===== config.mk =====
export PLATFORM = sky130hd
export DESIGN_NAME = plot_decoder_flat
export DESIGN_NICKNAME = d
export VERILOG_FILES = /design/src/rtl/plot_decoder_pkg.sv /design/src/rtl/plot_decoder_if.sv /design/src/rtl/plot_decoder_rx_sync.sv /design/src/rtl/plot_decoder.sv /design/src/flat_wrapper.sv
export SDC_FILE = /design/constraint.sdc
export NUM_CORES = 1
export LEC_CHECK = 0
export ABC_CLOCK_PERIOD_IN_PS = 1800
export CELL_PAD_IN_SITES_DETAIL_PLACEMENT = 1
export CELL_PAD_IN_SITES_GLOBAL_PLACEMENT = 1
export CORE_AREA = 2 2 70 72
export DETAILED_ROUTE_END_ITERATION = 10
export DIE_AREA = 0 0 72 74
export HOLD_SLACK_MARGIN = 0.1
export PLACE_DENSITY_LB_ADDON = 0.1
export SLEW_MARGIN = 25
export SYNTH_ARGS = -nofsm -noshare
export SYNTH_HDL_FRONTEND = slang
export SYNTH_SLANG_ARGS = --single-unit

===== constraint.sdc =====
create_clock -name Clk -period 1.8 [get_ports Clk]
set_input_delay 0.27 -clock Clk [delete_from_list [all_inputs] [get_ports Clk]]
set_output_delay 0.27 -clock Clk [all_outputs]
set_load 0.005 [all_outputs]

===== src/rtl/plot_decoder_pkg.sv =====
// plot_pkg: definitions shared by the XBee serial receive path (plot_decoder)
// and the matching transmit encoder.
//   stateT       receiver FSM states
//   START_BIT    line level of a start bit
//   STOP_BIT     line level of a valid stop bit
//   IDLE_LVL     line level between frames
//   evenParity   even parity (XOR reduce) of a zero-extended data word
package plot_pkg;

  typedef enum logic [2:0] {
    IDLE   = 3'd0,
    START  = 3'd1,
    DATA   = 3'd2,
    PARITY = 3'd3,
    STOP   = 3'd4
  } stateT;

  localparam logic START_BIT = 1'b0;
  localparam logic STOP_BIT  = 1'b1;
  localparam logic IDLE_LVL  = 1'b1;

  // Callers cast their word up to this width; zero padding leaves the XOR unchanged.
  localparam int PAR_MAX_W = 32;

  function automatic logic evenParity(input logic [PAR_MAX_W-1:0] d);
    return ^d;
  endfunction

endpackage


===== src/rtl/plot_decoder_if.sv =====
// plot_decoder_if: serial line input plus received-byte output bundle.
//   Tick       in   oversampling enable (one Clk wide)
//   RxIn       in   asynchronous serial line, idle high
//   Dout       out  last received byte
//   DataValid  out  one-Clk strobe per completed frame
//   ParityErr  out  parity mismatch on last frame
//   FrameErr   out  stop bit was 0 on last frame
//   Busy       out  receiver not idle
// master = line/tick source and byte consumer, slave = the decoder.
interface plot_decoder_if #(
  parameter int DATA_W = 8
);
  logic              Tick;
  logic              RxIn;
  logic [DATA_W-1:0] Dout;
  logic              DataValid;
  logic              ParityErr;
  logic              FrameErr;
  logic              Busy;

  modport master (
    output Tick, RxIn,
    input  Dout, DataValid, ParityErr, FrameErr, Busy
  );

  modport slave (
    input  Tick, RxIn,
    output Dout, DataValid, ParityErr, FrameErr, Busy
  );
endinterface


===== src/rtl/plot_decoder_rx_sync.sv =====
// rx_sync: two-flop synchronizer for the asynchronous serial line.
// Resets to the idle line level so a reset never looks like a start bit.
//   Clk    in   system clock
//   Reset  in   synchronous, active-high reset
//   D      in   asynchronous input
//   Q      out  synchronized output (2 Clk latency)
module rx_sync
  import plot_pkg::*;
(
  input  logic Clk,
  input  logic Reset,
  input  logic D,
  output logic Q
);
  logic meta;

  always_ff @(posedge Clk) begin
    if (Reset) begin
      meta <= IDLE_LVL;
      Q    <= IDLE_LVL;
    end else begin
      meta <= D;
      Q    <= meta;
    end
  end
endmodule


===== src/rtl/plot_decoder.sv =====
// plot_decoder: receiver for the 11-bit XBee frame
//   start(0), DATA_W data bits MSB first, even parity, stop(1).
// The line is sampled mid-bit on the oversampling tick; each completed frame
// (good or bad) produces a one-Clk DataValid with Dout/ParityErr/FrameErr
// updated on that same cycle and held until the next frame.
//   Clk    in   system clock
//   Reset  in   synchronous, active-high reset
//   bus    slave side of plot_decoder_if (Tick, RxIn in; results out)
// OVERSAMPLE must be even and >= 4.
//
// state  | meaning
// IDLE   | waiting; arms once the line is seen high, then waits for a low
// START  | half a bit period into the start bit to reject glitches
// DATA   | sampling DATA_W data bits at their centres
// PARITY | sampling the parity bit
// STOP   | sampling the stop bit, then publishing the frame
module plot_decoder
  import plot_pkg::*;
#(
  parameter int OVERSAMPLE = 16,
  parameter int DATA_W     = 8
) (
  input logic           Clk,
  input logic           Reset,
  plot_decoder_if.slave bus
);
  localparam int TW = $clog2(OVERSAMPLE);
  localparam int BW = $clog2(DATA_W + 1);
  localparam logic [TW-1:0] T_HALF = TW'(OVERSAMPLE / 2 - 1);
  localparam logic [TW-1:0] T_FULL = TW'(OVERSAMPLE - 1);
  localparam logic [BW-1:0] B_LAST = BW'(DATA_W - 1);

  logic              rxS;
  stateT             state, stateNxt;
  logic              armed, armedNxt;
  logic [TW-1:0]     tCnt, tCntNxt;
  logic [BW-1:0]     bCnt, bCntNxt;
  logic [DATA_W-1:0] shReg, shRegNxt;
  logic              pBit, pBitNxt;
  logic              frameDone;
  logic              tickEn;
  logic [DATA_W-1:0] dout;
  logic              dataValid;
  logic              parityErr;
  logic              frameErr;

  rx_sync uSync (
    .Clk   (Clk),
    .Reset (Reset),
    .D     (bus.RxIn),
    .Q     (rxS)
  );

  // The publish cycle always lands in IDLE; a tick there is dropped so the
  // line level is not re-evaluated while results are being presented.
  assign tickEn = bus.Tick && !(dataValid && (state == IDLE));

  always_comb begin
    stateNxt  = state;
    armedNxt  = armed;
    tCntNxt   = tCnt;
    bCntNxt   = bCnt;
    shRegNxt  = shReg;
    pBitNxt   = pBit;
    frameDone = 1'b0;
    if (tickEn) begin
      case (state)
        IDLE: begin
          if (rxS == IDLE_LVL) begin
            armedNxt = 1'b1;
          end else if (armed) begin
            stateNxt = START;
            tCntNxt  = '0;
          end
        end
        START: begin
          if (tCnt == T_HALF) begin
            tCntNxt = '0;
            if (rxS != START_BIT) begin
              stateNxt = IDLE;        // glitch; armed stays set
            end else begin
              bCntNxt  = '0;
              stateNxt = DATA;
            end
          end else begin
            tCntNxt = tCnt + 1'b1;
          end
        end
        DATA: begin
          if (tCnt == T_FULL) begin
            shRegNxt = {shReg[DATA_W-2:0], rxS};
            tCntNxt  = '0;
            bCntNxt  = bCnt + 1'b1;
            if (bCnt == B_LAST) stateNxt = PARITY;
          end else begin
            tCntNxt = tCnt + 1'b1;
          end
        end
        PARITY: begin
          if (tCnt == T_FULL) begin
            pBitNxt  = rxS;
            tCntNxt  = '0;
            stateNxt = STOP;
          end else begin
            tCntNxt = tCnt + 1'b1;
          end
        end
        STOP: begin
          if (tCnt == T_FULL) begin
            frameDone = 1'b1;
            tCntNxt   = '0;
            armedNxt  = 1'b0;         // a held-low break must go high before re-arming
            stateNxt  = IDLE;
          end else begin
            tCntNxt = tCnt + 1'b1;
          end
        end
        default: stateNxt = IDLE;
      endcase
    end
  end

  always_ff @(posedge Clk) begin
    if (Reset) begin
      state     <= IDLE;
      armed     <= 1'b0;
      tCnt      <= '0;
      bCnt      <= '0;
      shReg     <= '0;
      pBit      <= 1'b0;
      dout      <= '0;
      dataValid <= 1'b0;
      parityErr <= 1'b0;
      frameErr  <= 1'b0;
    end else begin
      state     <= stateNxt;
      armed     <= armedNxt;
      tCnt      <= tCntNxt;
      bCnt      <= bCntNxt;
      shReg     <= shRegNxt;
      pBit      <= pBitNxt;
      dataValid <= frameDone;
      if (frameDone) begin
        dout      <= shReg;
        parityErr <= (pBit != evenParity(PAR_MAX_W'(shReg)));
        frameErr  <= (rxS != STOP_BIT);
      end
    end
  end

  assign bus.Dout      = dout;
  assign bus.DataValid = dataValid;
  assign bus.ParityErr = parityErr;
  assign bus.FrameErr  = frameErr;
  assign bus.Busy      = (state != IDLE);
endmodule


===== src/flat_wrapper.sv =====
// flat-port wrapper written by rule: the top's interface ports become plain ports
module plot_decoder_flat import plot_pkg::*;
#(
  parameter int OVERSAMPLE = 16,
  parameter int DATA_W     = 8
)
  (Clk, Reset, bus_Tick, bus_RxIn, bus_Dout, bus_DataValid, bus_ParityErr, bus_FrameErr, bus_Busy);
  plot_decoder_if #(.DATA_W(DATA_W)) bus_i ();
  input logic Clk;
  input logic Reset;
  input wire logic [$bits(bus_i.Tick)-1:0] bus_Tick;
  input wire logic [$bits(bus_i.RxIn)-1:0] bus_RxIn;
  output wire logic [$bits(bus_i.Dout)-1:0] bus_Dout;
  output wire logic [$bits(bus_i.DataValid)-1:0] bus_DataValid;
  output wire logic [$bits(bus_i.ParityErr)-1:0] bus_ParityErr;
  output wire logic [$bits(bus_i.FrameErr)-1:0] bus_FrameErr;
  output wire logic [$bits(bus_i.Busy)-1:0] bus_Busy;
  assign bus_i.Tick = bus_Tick;
  assign bus_i.RxIn = bus_RxIn;
  assign bus_Dout = bus_i.Dout;
  assign bus_DataValid = bus_i.DataValid;
  assign bus_ParityErr = bus_i.ParityErr;
  assign bus_FrameErr = bus_i.FrameErr;
  assign bus_Busy = bus_i.Busy;
  plot_decoder #(.OVERSAMPLE(OVERSAMPLE), .DATA_W(DATA_W)) u_core (.Clk(Clk), .Reset(Reset), .bus(bus_i));
endmodule

==> results by group <==
Routing
  • Drt initial violations: 47
  • DRC: 0
  • Number of routed nets with antenna violations: 0
  • Routed wire length: 4.12 mm
  • Detailed-route wire length per cell: 15.1 um
  • DR vias/cell: 5.35
  • Routed vias: 1460
  • DRT Pass-1 Iters: 4

CTS
  • Htree depth: 2
  • Clk slew on worst S/H paths: 0.07 ns
  • Clk sinks: 34
  • Clk root buf: clkbuf_8
  • Clock Tree Buf Depth: 2
  • CTS tree: done
  • Clock Latency Late Sink: 0.28 ns
  • Inserted Clock Buffers: 5

Placed design
  • Dpl cell area: 2010 sq um
  • GPL Wtd Cong: 0.797
  • Input/output buffers: 15
  • DP Cell Count: 261
  • Post-DP HPWL: 3.05 mm

Min path
  • Hold Crit Class: reg2reg

Yosys
  • Number of synthesized flops with an enable pin: 0
  • Synth top area share: 40.1%
  • Most frequent cell after synthesis: dfxtp_1
  • Distinct cells, synth: 50
  • Largest family of logic cells by synthesized area: simple AND/OR/NAND/NOR gates
  • Post-synth top area cell: dfxtp_1
  • Area of the mapped netlist: 1700 sq um
  • Ys flop type: dfxtp_1
  • Share of synthesized flip-flops with an asynchronous set or reset: 0%
  • Adder-cell share of the synthesized area: 1.47%
  • Synth Area in Compound Gates: 18.3%
  • Synthesized net count: 190
  • Synth top area cells: dfxtp_1 (40%), mux2i_1 (5.3%), nand2_1 (5.3%)
  • Post-Synth Simple-Gate Area: 24.9%
  • Syn avg cell area: 9.23 sq um
  • Seq cells post-synth: 34
  • YS warnings: 0
  • Multiplexer share of the synthesized area: 6.19%
  • Xor/xnor share of the synthesized area: 4.20%
  • Synth top cells by count: dfxtp_1 (34), nand2_1 (24), a21oi_1 (16), nor2_1 (16), mux2i_1 (9)
  • Post-synthesis sequential area ratio: 40.1%
  • Syn Inst Count: 184

Timing
  • Unrepaired setup endpoints after global routing: false
  • Sum of negative setup slack: 0 ns
  • Final Max Tran Viols: 0
  • Final setup fails: 0
  • Final Skew: 0.00793 ns
  • Final hold violation count: 0
  • Tcrit/Tclk final: 95.7%
  • Tmin final: 1.72 ns
  • Worst-margin pin slew: 0.464 ns
  • Fmax: 581 MHz
  • Rel. slew slack: 68.9%

Global route
  • Total gr overflow: 0
  • Vias in the first global route: 1484
  • Total Routing Usage GR: 16.6%
  • First-pass GRT wire length: 6.83 mm
  • Antenna violations before repair: 0
  • Largest net degree at the start of global routing: 26

Layout
  • Design area: 2190 sq um
  • Inserted Diodes: 0
  • Final std cells w/o fill: 273
  • Layout area overhead: 29.0%
  • Share of cells above drive strength 1: 24.7%
  • Fin nets: 224

Power and ir drop
  • Cell Pwr Density: 646 nW/um^2
  • Power, Total: 0.00142 W
  • Leakage: 0.863 nW
  • VDD IR max: 0.418 mV

Die
  • Die span in y: 74 um
  • Die W: 72 um
  • Initial core utilization: 36.9%
  • Core area: 4600 sq um
  • Die ar.: 5330 sq um
  • Top Ports: 16
  • Row count: 25

Worst setup path
  • Critical Path, Cell by Cell: buf_4 > nand2b_1 > buf_4 > o32ai_1 > o211ai_1 > a31oi_1
  • CP endpoint kind: flip-flop
  • Worst path max stage delay: 0.41 ns
  • Crit path top cell by count: buf_4
  • Setup crit start kind: flip-flop
  • Data required, critical path: 2.00 ns
  • Setup slack, reg-to-reg: 0.08 ns
  • Arrival time worst endpoint: 1.93 ns
  • CP max stage cell: o32ai_1
  • Crit path max fanout: 10
  • Crit Path Class: reg2reg

Status
  • Status: completed

Job
  • MaxCap Viol Count: 0
==> worst paths after layout <==
| path | from | endpoint | cells past startpoint |
|---|---|---|---|
| setup / recovery | u_core.state[1]$_SDFFE_PP0P_ | u_core.tCnt[3]$_SDFFE_PP0P_ | 6 |
| setup reg to reg | u_core.state[1]$_SDFFE_PP0P_ | u_core.tCnt[3]$_SDFFE_PP0P_ | 6 |
| hold reg to reg | u_core.uSync.meta$_SDFF_PP1_ | u_core.uSync.Q$_SDFF_PP1_ | 1 |
| hold / removal | u_core.uSync.meta$_SDFF_PP1_ | u_core.uSync.Q$_SDFF_PP1_ | 1 |
==> area by class of cell <==
type	count	area (sq um)
Clock buffer	6	82.6
Clock inverter	2	12.5
Fill cell	519	2410
Inverter	5	18.8
Multi-Input combinational cell	135	971
Sequential cell	34	696
Tap cell	54	67.6
Timing Repair Buffer	37	343
==> sequential cells by signal (all words and copies together) (netlist names) <==
name,flops
u_core.armed,1
u_core.uSync.meta,1
u_core.uSync.Q,1
u_core.tCnt,4
u_core.bus.Dout,8
u_core.shReg,8
u_core.bus.DataValid,1
u_core.bCnt,4
u_core.bus.ParityErr,1
u_core.pBit,1
u_core.bus.FrameErr,1
u_core.state,3
==> timing repair <==
item | in CTS | in global routing
buffers inserted | 1 | 3
hold buffers | 0 | 0
endpoints found under the setup margin | 2 | 5
gates resized for setup | 7 | 9
pin swaps | 1 | 2
==> report_power, final <==
group,leakage (nW),total (W),internal (W),switching [W]
clock network,0.0472,0.000580,0.000307,0.000273
logic,0.537,0.0000772,0.0000367,0.0000405
registers,0.279,0.000758,0.000753,0.00000498
==> layout by cell type, fill, tap and decap left out, types with 2 or more instances in the layout <==
cell and count:
nand2_1 24, clkbuf_8 6, dfxtp_1 28, nand3b_1 3, a311oi_1 2, xnor2_1 2, nor2_1 16, buf_4 20
o32ai_1 2, ha_2 2, inv_1 4, mux2i_1 9, xnor3_1 2, o21ai_0 2, clkdlybuf4s50_1 14, dfxtp_2 3
nand2b_1 6, o211ai_1 4, or2_2 2, nor3_1 3, nor2b_1 4, buf_12 2, dfxtp_4 3, a21oi_1 16
nand3_1 5, nor4_1 2, nand4_1 3
==> kinds of logic after synthesis <==
kind of cell / after synthesis
simple gates: 79
fa+ha+maj: 2
compound gates: 39
mux: 10
buf+inv: 15
xor+xnor: 5
flops: 34
==> through the flow <==
step,hold slack (ns),worst slack (ns),util [%]
2_1_floorplan,0.374,0.106,-
3_3_place_gp,0.406,0.0655,43.8
3_5_place_dp,0.418,0.0409,43.8
4_1_cts,0.435,0.0233,46.4
5_1_grt,0.458,0.00799,47.6
6_report,0.434,0.0782,47.6
==> metal layers <==
layer  GRT usage [%]  wire length, um
met2            28.8             2140
met1            19.7             1820
met5               0                0
met3            3.79              103
met4            7.55               55
==> worst max-delay path: cells and delay by family (launching register included) <==
kind | cells | cell delay (ns)
compound gates | 3 | 0.75
simple gates | 1 | 0.19
buf+inv | 2 | 0.32
flops | 1 | 0.39
Power figures use the tool's default switching activity.
